## src/rtl/xadc_channel_averager_if.sv

```systemverilog
// Sample-stream / average-result bundle between the XADC reader side and the
// channel averager. Min/max tracking signals exist only when
// XADC_AVG_MINMAX_EN is defined.
interface xadc_channel_averager_if;
  logic [15:0] temp_data;
  logic        temp_ready;
  logic [15:0] voltage_data;
  logic        voltage_ready;
  logic        clear;
  logic [11:0] temp_avg;
  logic        temp_avg_valid;
  logic [11:0] volt_avg;
  logic        volt_avg_valid;
  logic        over_temp;
`ifdef XADC_AVG_MINMAX_EN
  logic [11:0] temp_min;
  logic [11:0] temp_max;
  logic [11:0] volt_min;
  logic [11:0] volt_max;

  modport master (
    output temp_data, temp_ready, voltage_data, voltage_ready, clear,
    input  temp_avg, temp_avg_valid, volt_avg, volt_avg_valid, over_temp,
    input  temp_min, temp_max, volt_min, volt_max
  );

  modport slave (
    input  temp_data, temp_ready, voltage_data, voltage_ready, clear,
    output temp_avg, temp_avg_valid, volt_avg, volt_avg_valid, over_temp,
    output temp_min, temp_max, volt_min, volt_max
  );
`else
  modport master (
    output temp_data, temp_ready, voltage_data, voltage_ready, clear,
    input  temp_avg, temp_avg_valid, volt_avg, volt_avg_valid, over_temp
  );

  modport slave (
    input  temp_data, temp_ready, voltage_data, voltage_ready, clear,
    output temp_avg, temp_avg_valid, volt_avg, volt_avg_valid, over_temp
  );
`endif
endinterface

```

## src/rtl/xadc_channel_averager.sv

```systemverilog
// Block averager for the XADC temperature and VAUX15 sample streams.
// Each channel sums 2^AVG_LOG2 12-bit codes and publishes the floor mean with
// a one-cycle valid; the temperature mean also drives a hysteretic
// over-temperature flag. Optional min/max tracking of published averages is
// enabled by defining XADC_AVG_MINMAX_EN.
module xadc_channel_averager #(
  parameter int unsigned AVG_LOG2 = 4,
  parameter logic [11:0] OT_SET   = 12'hB5F,
  parameter logic [11:0] OT_CLR   = 12'hB0E
) (
  input logic                    clk,
  input logic                    reset,
  xadc_channel_averager_if.slave bus
);

  localparam int unsigned      ACC_W = 12 + AVG_LOG2;
  localparam int unsigned      CNT_W = (AVG_LOG2 > 0) ? AVG_LOG2 : 1;
  localparam logic [CNT_W-1:0] LAST  = CNT_W'((1 << AVG_LOG2) - 1);

  typedef enum logic {ACCUM, PUBLISH} state_t;

  // Floor mean: a plain right shift truncates toward zero for unsigned sums.
  function automatic logic [11:0] block_mean(input logic [ACC_W-1:0] sum);
    block_mean = 12'(sum >> AVG_LOG2);
  endfunction

  // Channel 0 = temperature, channel 1 = voltage; the low nibble is not code.
  logic [11:0] code [2];
  logic        rdy  [2];
  logic        upd  [2];
  logic [11:0] nxt  [2];
  logic [11:0] avg  [2];
  logic        vld  [2];
  logic        unused_nibbles;

  assign code[0]        = bus.temp_data[15:4];
  assign code[1]        = bus.voltage_data[15:4];
  assign rdy[0]         = bus.temp_ready;
  assign rdy[1]         = bus.voltage_ready;
  assign unused_nibbles = ^{bus.temp_data[3:0], bus.voltage_data[3:0]};

  for (genvar ch = 0; ch < 2; ch++) begin : g_ch
    state_t           state_p1, state_d;
    logic [ACC_W-1:0] acc_p0;
    logic [CNT_W-1:0] cnt_p0;
    logic [11:0]      avg_p1;
    logic             last;
    logic [ACC_W-1:0] sum;

    assign last    = rdy[ch] && (cnt_p0 == LAST);
    assign sum     = acc_p0 + ACC_W'(code[ch]);
    assign upd[ch] = last && !bus.clear;
    assign nxt[ch] = block_mean(sum);
    assign avg[ch] = avg_p1;
    assign vld[ch] = (state_p1 == PUBLISH);

    // Next state: a completing sample publishes from either state, clear forces ACCUM.
    always_comb begin
      state_d = ACCUM;
      if (!bus.clear) begin
        case (state_p1)
          ACCUM:   if (last) state_d = PUBLISH;
          PUBLISH: if (last) state_d = PUBLISH;
          default: state_d = ACCUM;
        endcase
      end
    end

    // State register.
    always_ff @(posedge clk or posedge reset) begin
      if (reset) state_p1 <= ACCUM;
      else       state_p1 <= state_d;
    end

    // ---- stage p0: accumulate; stage p1: publish the block mean ----
    // Accumulator/counter; samples are taken in PUBLISH too so none are lost.
    always_ff @(posedge clk or posedge reset) begin
      if (reset) begin
        acc_p0 <= '0;
        cnt_p0 <= '0;
        avg_p1 <= '0;
      end else if (bus.clear) begin
        acc_p0 <= '0;
        cnt_p0 <= '0;
      end else if (rdy[ch]) begin
        if (last) begin
          avg_p1 <= block_mean(sum);
          acc_p0 <= '0;
          cnt_p0 <= '0;
        end else begin
          acc_p0 <= sum;
          cnt_p0 <= cnt_p0 + CNT_W'(1);
        end
      end
    end
  end : g_ch

  // Hysteretic over-temperature flag, evaluated only on a new temperature mean.
  always_ff @(posedge clk or posedge reset) begin
    if (reset) begin
      bus.over_temp <= 1'b0;
    end else if (upd[0]) begin
      if (nxt[0] >= OT_SET)     bus.over_temp <= 1'b1;
      else if (nxt[0] < OT_CLR) bus.over_temp <= 1'b0;
    end
  end

  assign bus.temp_avg       = avg[0];
  assign bus.temp_avg_valid = vld[0];
  assign bus.volt_avg       = avg[1];
  assign bus.volt_avg_valid = vld[1];

`ifdef XADC_AVG_MINMAX_EN
  logic [11:0] mn [2];
  logic [11:0] mx [2];

  for (genvar ch = 0; ch < 2; ch++) begin : g_mm
    logic [11:0] min_p1, max_p1;

    assign mn[ch] = min_p1;
    assign mx[ch] = max_p1;

    // Track extremes of published means; the FFF/000 seeds make the first mean load both.
    always_ff @(posedge clk or posedge reset) begin
      if (reset) begin
        min_p1 <= 12'hFFF;
        max_p1 <= 12'h000;
      end else if (bus.clear) begin
        min_p1 <= 12'hFFF;
        max_p1 <= 12'h000;
      end else if (upd[ch]) begin
        if (nxt[ch] < min_p1) min_p1 <= nxt[ch];
        if (nxt[ch] > max_p1) max_p1 <= nxt[ch];
      end
    end
  end : g_mm

  assign bus.temp_min = mn[0];
  assign bus.temp_max = mx[0];
  assign bus.volt_min = mn[1];
  assign bus.volt_max = mx[1];
`endif

endmodule

```

## src/flat_wrapper.sv

```systemverilog
// flat-port wrapper written by rule: the top's interface ports become plain ports
module xadc_channel_averager_flat 
#(
  parameter int unsigned AVG_LOG2 = 4,
  parameter logic [11:0] OT_SET   = 12'hB5F,
  parameter logic [11:0] OT_CLR   = 12'hB0E
)
  (clk, reset, bus_temp_data, bus_temp_ready, bus_voltage_data, bus_voltage_ready, bus_clear, bus_temp_avg, bus_temp_avg_valid, bus_volt_avg, bus_volt_avg_valid, bus_over_temp);
  xadc_channel_averager_if bus_i ();
  input logic clk;
  input logic reset;
  input wire logic [$bits(bus_i.temp_data)-1:0] bus_temp_data;
  input wire logic [$bits(bus_i.temp_ready)-1:0] bus_temp_ready;
  input wire logic [$bits(bus_i.voltage_data)-1:0] bus_voltage_data;
  input wire logic [$bits(bus_i.voltage_ready)-1:0] bus_voltage_ready;
  input wire logic [$bits(bus_i.clear)-1:0] bus_clear;
  output wire logic [$bits(bus_i.temp_avg)-1:0] bus_temp_avg;
  output wire logic [$bits(bus_i.temp_avg_valid)-1:0] bus_temp_avg_valid;
  output wire logic [$bits(bus_i.volt_avg)-1:0] bus_volt_avg;
  output wire logic [$bits(bus_i.volt_avg_valid)-1:0] bus_volt_avg_valid;
  output wire logic [$bits(bus_i.over_temp)-1:0] bus_over_temp;
  assign bus_i.temp_data = bus_temp_data;
  assign bus_i.temp_ready = bus_temp_ready;
  assign bus_i.voltage_data = bus_voltage_data;
  assign bus_i.voltage_ready = bus_voltage_ready;
  assign bus_i.clear = bus_clear;
  assign bus_temp_avg = bus_i.temp_avg;
  assign bus_temp_avg_valid = bus_i.temp_avg_valid;
  assign bus_volt_avg = bus_i.volt_avg;
  assign bus_volt_avg_valid = bus_i.volt_avg_valid;
  assign bus_over_temp = bus_i.over_temp;
  xadc_channel_averager #(.AVG_LOG2(AVG_LOG2), .OT_SET(OT_SET), .OT_CLR(OT_CLR)) u_core (.clk(clk), .reset(reset), .bus(bus_i));
endmodule
```

## config.mk

```make
export PLATFORM = sky130hd
export DESIGN_NAME = xadc_channel_averager_flat
export DESIGN_NICKNAME = d
export VERILOG_FILES = /design/src/rtl/xadc_channel_averager_if.sv /design/src/rtl/xadc_channel_averager.sv /design/src/flat_wrapper.sv
export SDC_FILE = /design/constraint.sdc
export NUM_CORES = 1
export LEC_CHECK = 0
export ABC_AREA = 1
export ABC_CLOCK_PERIOD_IN_PS = 2700
export BUFFER_PORTS_ARGS = -buffer_cell sky130_fd_sc_hd__buf_4
export CAP_MARGIN = 10
export CELL_PAD_IN_SITES_DETAIL_PLACEMENT = 1
export CELL_PAD_IN_SITES_GLOBAL_PLACEMENT = 1
export CORE_MARGIN = 3
export CORE_UTILIZATION = 42
export CTS_CLUSTER_SIZE = 14
export DETAILED_ROUTE_END_ITERATION = 8
export PLACE_DENSITY_LB_ADDON = 0.1
export SLEW_MARGIN = 10
export SYNTH_ARGS = -nofsm -noshare
export SYNTH_HDL_FRONTEND = slang
export SYNTH_SLANG_ARGS = --single-unit
```

## constraint.sdc

```tcl
create_clock -name clk -period 2.7 [get_ports clk]
set_clock_uncertainty 0.05 [all_clocks]
set_input_delay 0.27 -clock clk [delete_from_list [all_inputs] [get_ports clk]]
set_output_delay 0.27 -clock clk [all_outputs]
set_load 0.02 [all_outputs]
```

After elaboration in Yosys (flattened, before gate mapping)
Cells that the tools add are included.
Widths: inputs -> output; s select.
- register bits: 67
- logic and storage cells: 46
- add/subtract/negate cells: 4
- $lt $le $gt $ge: 2
- eq/ne operators: 2
- muxes and demuxes: 18
- bitwise logic cells: 1
- reduce and logical (&&, ||, !) cells: 10
- operators by type and width (cell ; number):
    $mux 16 ; 6
    $add 16x12->16 ; 2
    $mux 4 ; 6
    $ge 12x12->1 const B ; 1
    $lt 12x12->1 const B ; 1
    $add 4x1->4 const B ; 2
    $eq 4x4->1 const B ; 2
    $mux 1 ; 6
    $reduce_and 3->1 ; 2
    $reduce_bool 2->1 ; 3
    $logic_and 1x1->1 ; 3
    $reduce_and 2->1 ; 1
    $logic_not 1->1 ; 1
    $not 1->1 ; 1

Logic depth before layout (Yosys ltp)
- word-level depth: 5
- gate-level depth with buffers: 18
- mapped depth without buffers: 18

Worst setup path after synthesis
No wires, ideal clock.
- kind: register to register
- from: reg u_core.g_ch[1].acc_p0[0]
- to: reg u_core.g_ch[1].acc_p0[10]
- arrival: 1.947 ns
- setup slack: 0.581 ns
- stages on the path, launching flop included: 9
- clock period less this slack: 2.119 ns
- cell sequence: dfrtp_1 > ha_1 > fa_1 > nand3_1 > nand3_1 > a21oi_1 > o21ai_0 > or2_2 > a32o_1
- cells in the longest elaborated chain, start to end: 4
- ends and longest elaborated chain (what ; RTL line ; source):
    start, declared ; xadc_channel_averager.sv:44 ; logic [ACC_W-1:0] acc_p0;
    start signal, assigned ; xadc_channel_averager.sv:91 ; acc_p0 <= sum;
    $add 16x12->16 ; xadc_channel_averager.sv:51 ; assign sum = acc_p0 + ACC_W'(code[ch]);
    $mux 16 ; xadc_channel_averager.sv:86 ; if (last) begin
    $mux 16 ; xadc_channel_averager.sv:85 ; end else if (rdy[ch]) begin
    $mux 16 ; xadc_channel_averager.sv:82 ; end else if (bus.clear) begin
Every way passes these cells. The select of a mux whose other input is x is not followed.
A chain may end at the register's enable or synchronous reset.

Final worst setup path
- from: reg u_core.g_ch[0].acc_p0[0]
- to: reg u_core.g_ch[0].acc_p0[14]
- cells in the longest elaborated chain, start to end: 4
- ends and longest elaborated chain (what ; RTL line):
    start, declared ; xadc_channel_averager.sv:44
    start signal, assigned ; xadc_channel_averager.sv:91
    $add 16x12->16 ; xadc_channel_averager.sv:51
    $mux 16 ; xadc_channel_averager.sv:86
    $mux 16 ; xadc_channel_averager.sv:85
    $mux 16 ; xadc_channel_averager.sv:82
Every way passes these cells. The select of a mux whose other input is x is not followed.

==> summary.txt <==
Floorplan
  – Top-level I/O count: 64
  – Die H: 103 um
  – Die Span X: between 100 and 150 um
  – Std cell rows: 34
  – Initial core utilization: 0.442
  – Core box area: between 0.008 and 0.009 sq mm
  – DIE AREA: 0.0106 sq mm

Power
  – PD cells: 598 mW/mm^2
  – Pleak: about 2.6 nW
  – Seq pwr share: 0.392
  – Clock network power share: 0.367
  – Gate power share: 0.241
  – Sw frac: 0.310
  – Power Internal: 0.00196 W
  – Switching power: between 0.0008 and 0.0009 W
  – Worst ir drop on vdd: 0.000274 V

Layout
  – Most frequent cells in the layout: 157 x nand2_1, 69 x inv_1, 67 x dfrtp_1
  – Commonest non-fill, non-tap cell in the layout: nand2_1
  – Layout Nets: 642
  – Share of cells above drive strength 1: 0.163
  – Area Growth Syn to Fin: 20.9%
  – # fillers: approximately 1100
  – # diodes: 0

Drt
  – Initial DRC Count: 81
  – DR vias: ~3600
  – Final WL: roughly 11000 um
  – Number of detailed-route iterations in the first pass: 4
  – Residual DRC count: 0
  – WL/cell: 15.3 um
  – Routed Antenna Nets: 0
  – Via density: between 5 and 6

CTS
  – H-tree Lvls: 3
  – # resized after CTS: 0
  – CTS Buf Count: 9
  – Clock Pin Slew Worst Setup and Hold Paths: approximately 0.08 ns
  – Worst skew pair latency: roughly 0.35 ns
  – Clock buffer depth: 2
  – Root buffer cell: clkbuf_8
  – CTS tree: yes
  – Sink Count: 67

Synthesis
  – Number of synthesized register bits: 67
  – Synthesized area: approximately 0.0039 sq mm
  – Syn avg cell area: between 7 and 8 sq um
  – Net count after synthesis: ~580
  – XOR/XNOR Fraction of Synth Area: 0.0267
  – Yosys cell types: 30
  – Largest family of logic cells by synthesized area: simple AND/OR/NAND/NOR gates
  – Compound-Gate Fraction of Synth Area: 0.125
  – Synth Area in Adders: 0.0929
  – Sequential area share after synthesis: 0.426
  – EDFF count, synth: 0
  – YS warnings: 0
  – Mux cell area share after synthesis: 0
  – Simple-Gate Fraction of Synth Area: 0.253
  – Cell count after synthesis: roughly 500
  – Top FF cell, synth: dfrtp_1
  – Async set or reset register ratio after synthesis: 1.00

Setup path
  – Crit Path Max Fanout: 3
  – Slowest stage cell, crit path: fa_1
  – Critical Path RT: approximately 2.9 ns
  – Setup CP Type: flip-flop to flip-flop
  – Startpoint types: flip-flop
  – Crit path buf inv count: 2
  – Crit-path leading delay family: simple AND/OR/NAND/NOR gates
  – Crit path DAT: 2.62 ns
  – CP Capture Type: flip-flop
  – CP cell instances: ha_1 -> inv_1 -> fa_1 -> inv_1 -> nand2_1 -> nand2_1 -> nand3_1 -> nand2_1 -> nand2_1 -> nand2_2 -> nand2_2 -> nand2_2 -> nand3_1 -> xor2_1 -> o21ai_1
  – Worst path most repeated cell: nand2_1
  – CP max stage delay: roughly 0.39 ns

Hold path
  – Hold/Removal Path Class: primary input to flip-flop

STA
  – Setup Viol. Count Final: 0
  – RSZ-0062 raised after global routing: no
  – Slew @ Worst Pin: between 0.6 and 0.7 ns
  – Hold slack: ~0.18 ns
  – Fin. Hold Viols: 0
  – Post-route setup TNS: 0 ns
  – Max Slew Vio Count: 0
  – Worst slew margin: 0.550
  – Crit path time final: approximately 2.5 ns
  – Tcrit/Tclk final: 0.909
  – Fmax: around 0.41 GHz

GRT
  – Largest net degree at the start of global routing: 33
  – GRT Total Usage: 0.218
  – Vias in the first global route: 3967
  – First-pass GRT wire length: ~18000 um
  – Grt total ovfl: 0
  – Initial antenna violation count: 0

Placement
  – Port bufs: between 50 and 60
  – HPWL Detailed: slightly above 8000 um
  – Placer Congestion: approximately 0.83

Outcome
  – Status: complete, no violations

Flow run
  – Max-cap violations: 0
## registers in the layout (all words and copies together), names as in the netlist
register                   cells
u_core.bus.volt_avg_valid      1
u_core.bus.temp_avg           12
u_core.bus.temp_avg_valid      1
u_core.bus.volt_avg           12
u_core.g_ch.acc_p0            32
u_core.g_ch.cnt_p0             8
u_core.bus.over_temp           1
## routing by layer
layer	part of all wire	track usage	wire length [um]
met3	0.032	0.0453	343
met5	0	0	0
met2	0.55	0.420	5770
met1	0.41	0.241	4290
met4	0.015	0.0568	159
## synthesized netlist by cell type (2+ instances only)
library cell	count	share of area
a22o_1	6	0.013
nand2_1	157	0.15
or2_2	3	0.0048
o21ai_0	44	0.056
xnor2_1	5	0.011
a31oi_1	2	0.0032
o22ai_1	5	0.0080
o21ai_1	2	0.0025
xor2_1	7	0.016
nand3_1	36	0.046
a32o_1	3	0.0076
nand2_2	3	0.0048
nor2_1	30	0.029
inv_1	70	0.067
o21ai_2	3	0.0067
fa_1	2	0.010
buf_2	2	0.0025
ha_1	26	0.083
dfrtp_1	67	0.43
clkbuf_1	5	0.0048
a21oi_1	17	0.022
nand4_1	5	0.0080
nor2_2	3	0.0048
## cell type report
cell class                 instances  area [sq um]  area share
sequential                        67          1680       0.353
timing repair buffer              63           475       0.100
tap                              108           135      0.0284
inverter                          71           267      0.0561
clock inverter                     5           100      0.0211
clock buffer                      11           141      0.0297
multi-input combinational        365          1960       0.412
## repair_timing
item | in CTS | in global routing
hold endpoints to repair | 18 | 0
buffers inserted | 0 | 0
hold buffers | 1 | 0
## path summary, 6_finish.rpt
path                                                from                         to  slack [ns]  depth (start not counted)
worst max-delay path            u_core.g_ch[0].acc_p0[0]  u_core.g_ch[0].acc_p0[14]        0.25                         15
worst min-delay path                           bus_clear   u_core.g_ch[0].cnt_p0[2]        0.18                          4
worst max register to register  u_core.g_ch[0].acc_p0[0]  u_core.g_ch[0].acc_p0[14]        0.25                         15
worst min register to register    u_core.bus.volt_avg[9]     u_core.bus.volt_avg[9]        0.43                          2
max in group asynchronous                          reset     u_core.bus.temp_avg[0]        1.29                          4
min in group asynchronous                          reset     u_core.bus.volt_avg[8]        0.55                          3
## tightest hold or removal path, delay by kind of cell
kind	cells	cell delay, ns
and+or+nand+nor	2	0.10
AOI/OAI and AO/OA	1	0.06
buffers and inverters	1	0.10
## cells by family after synthesis
kind of cell | Yosys count
adder cells (fa/ha/maj) | 28
XOR/XNOR | 12
AO/OA/AOI/OAI | 85
flip-flops | 67
buffers and inverters | 78
AND/OR/NAND/NOR | 240
## power by group through the flow
stage,Clock [W],Combinational (W),Sequential [W]
2_1_floorplan,0,0.000476,0.00113
3_3_place_gp,0,0.000661,0.00113
3_5_place_dp,0,0.000689,0.00113
4_1_cts,0.00107,0.000696,0.00112
5_1_grt,0.00112,0.000791,0.00112
6_report,0.00104,0.000685,0.00112
## per-stage QoR
step / utilization / total power (W) / instance area (sq um) / std cells / worst slack [ns]
after global routing: 0.535 / 0.00303 / 4750 / 690 / 0.0249
final: 0.535 / 0.00284 / 4750 / 690 / 0.245
after CTS: 0.535 / 0.00288 / 4750 / 690 / 0.191
after global placement: 0.506 / 0.00179 / 4500 / 673 / 0.339
after detailed placement: 0.506 / 0.00182 / 4500 / 673 / 0.217
after floorplan: - / 0.00161 / 3930 / 510 / 0.581
Note: power is estimated with default switching activity, not from simulation.
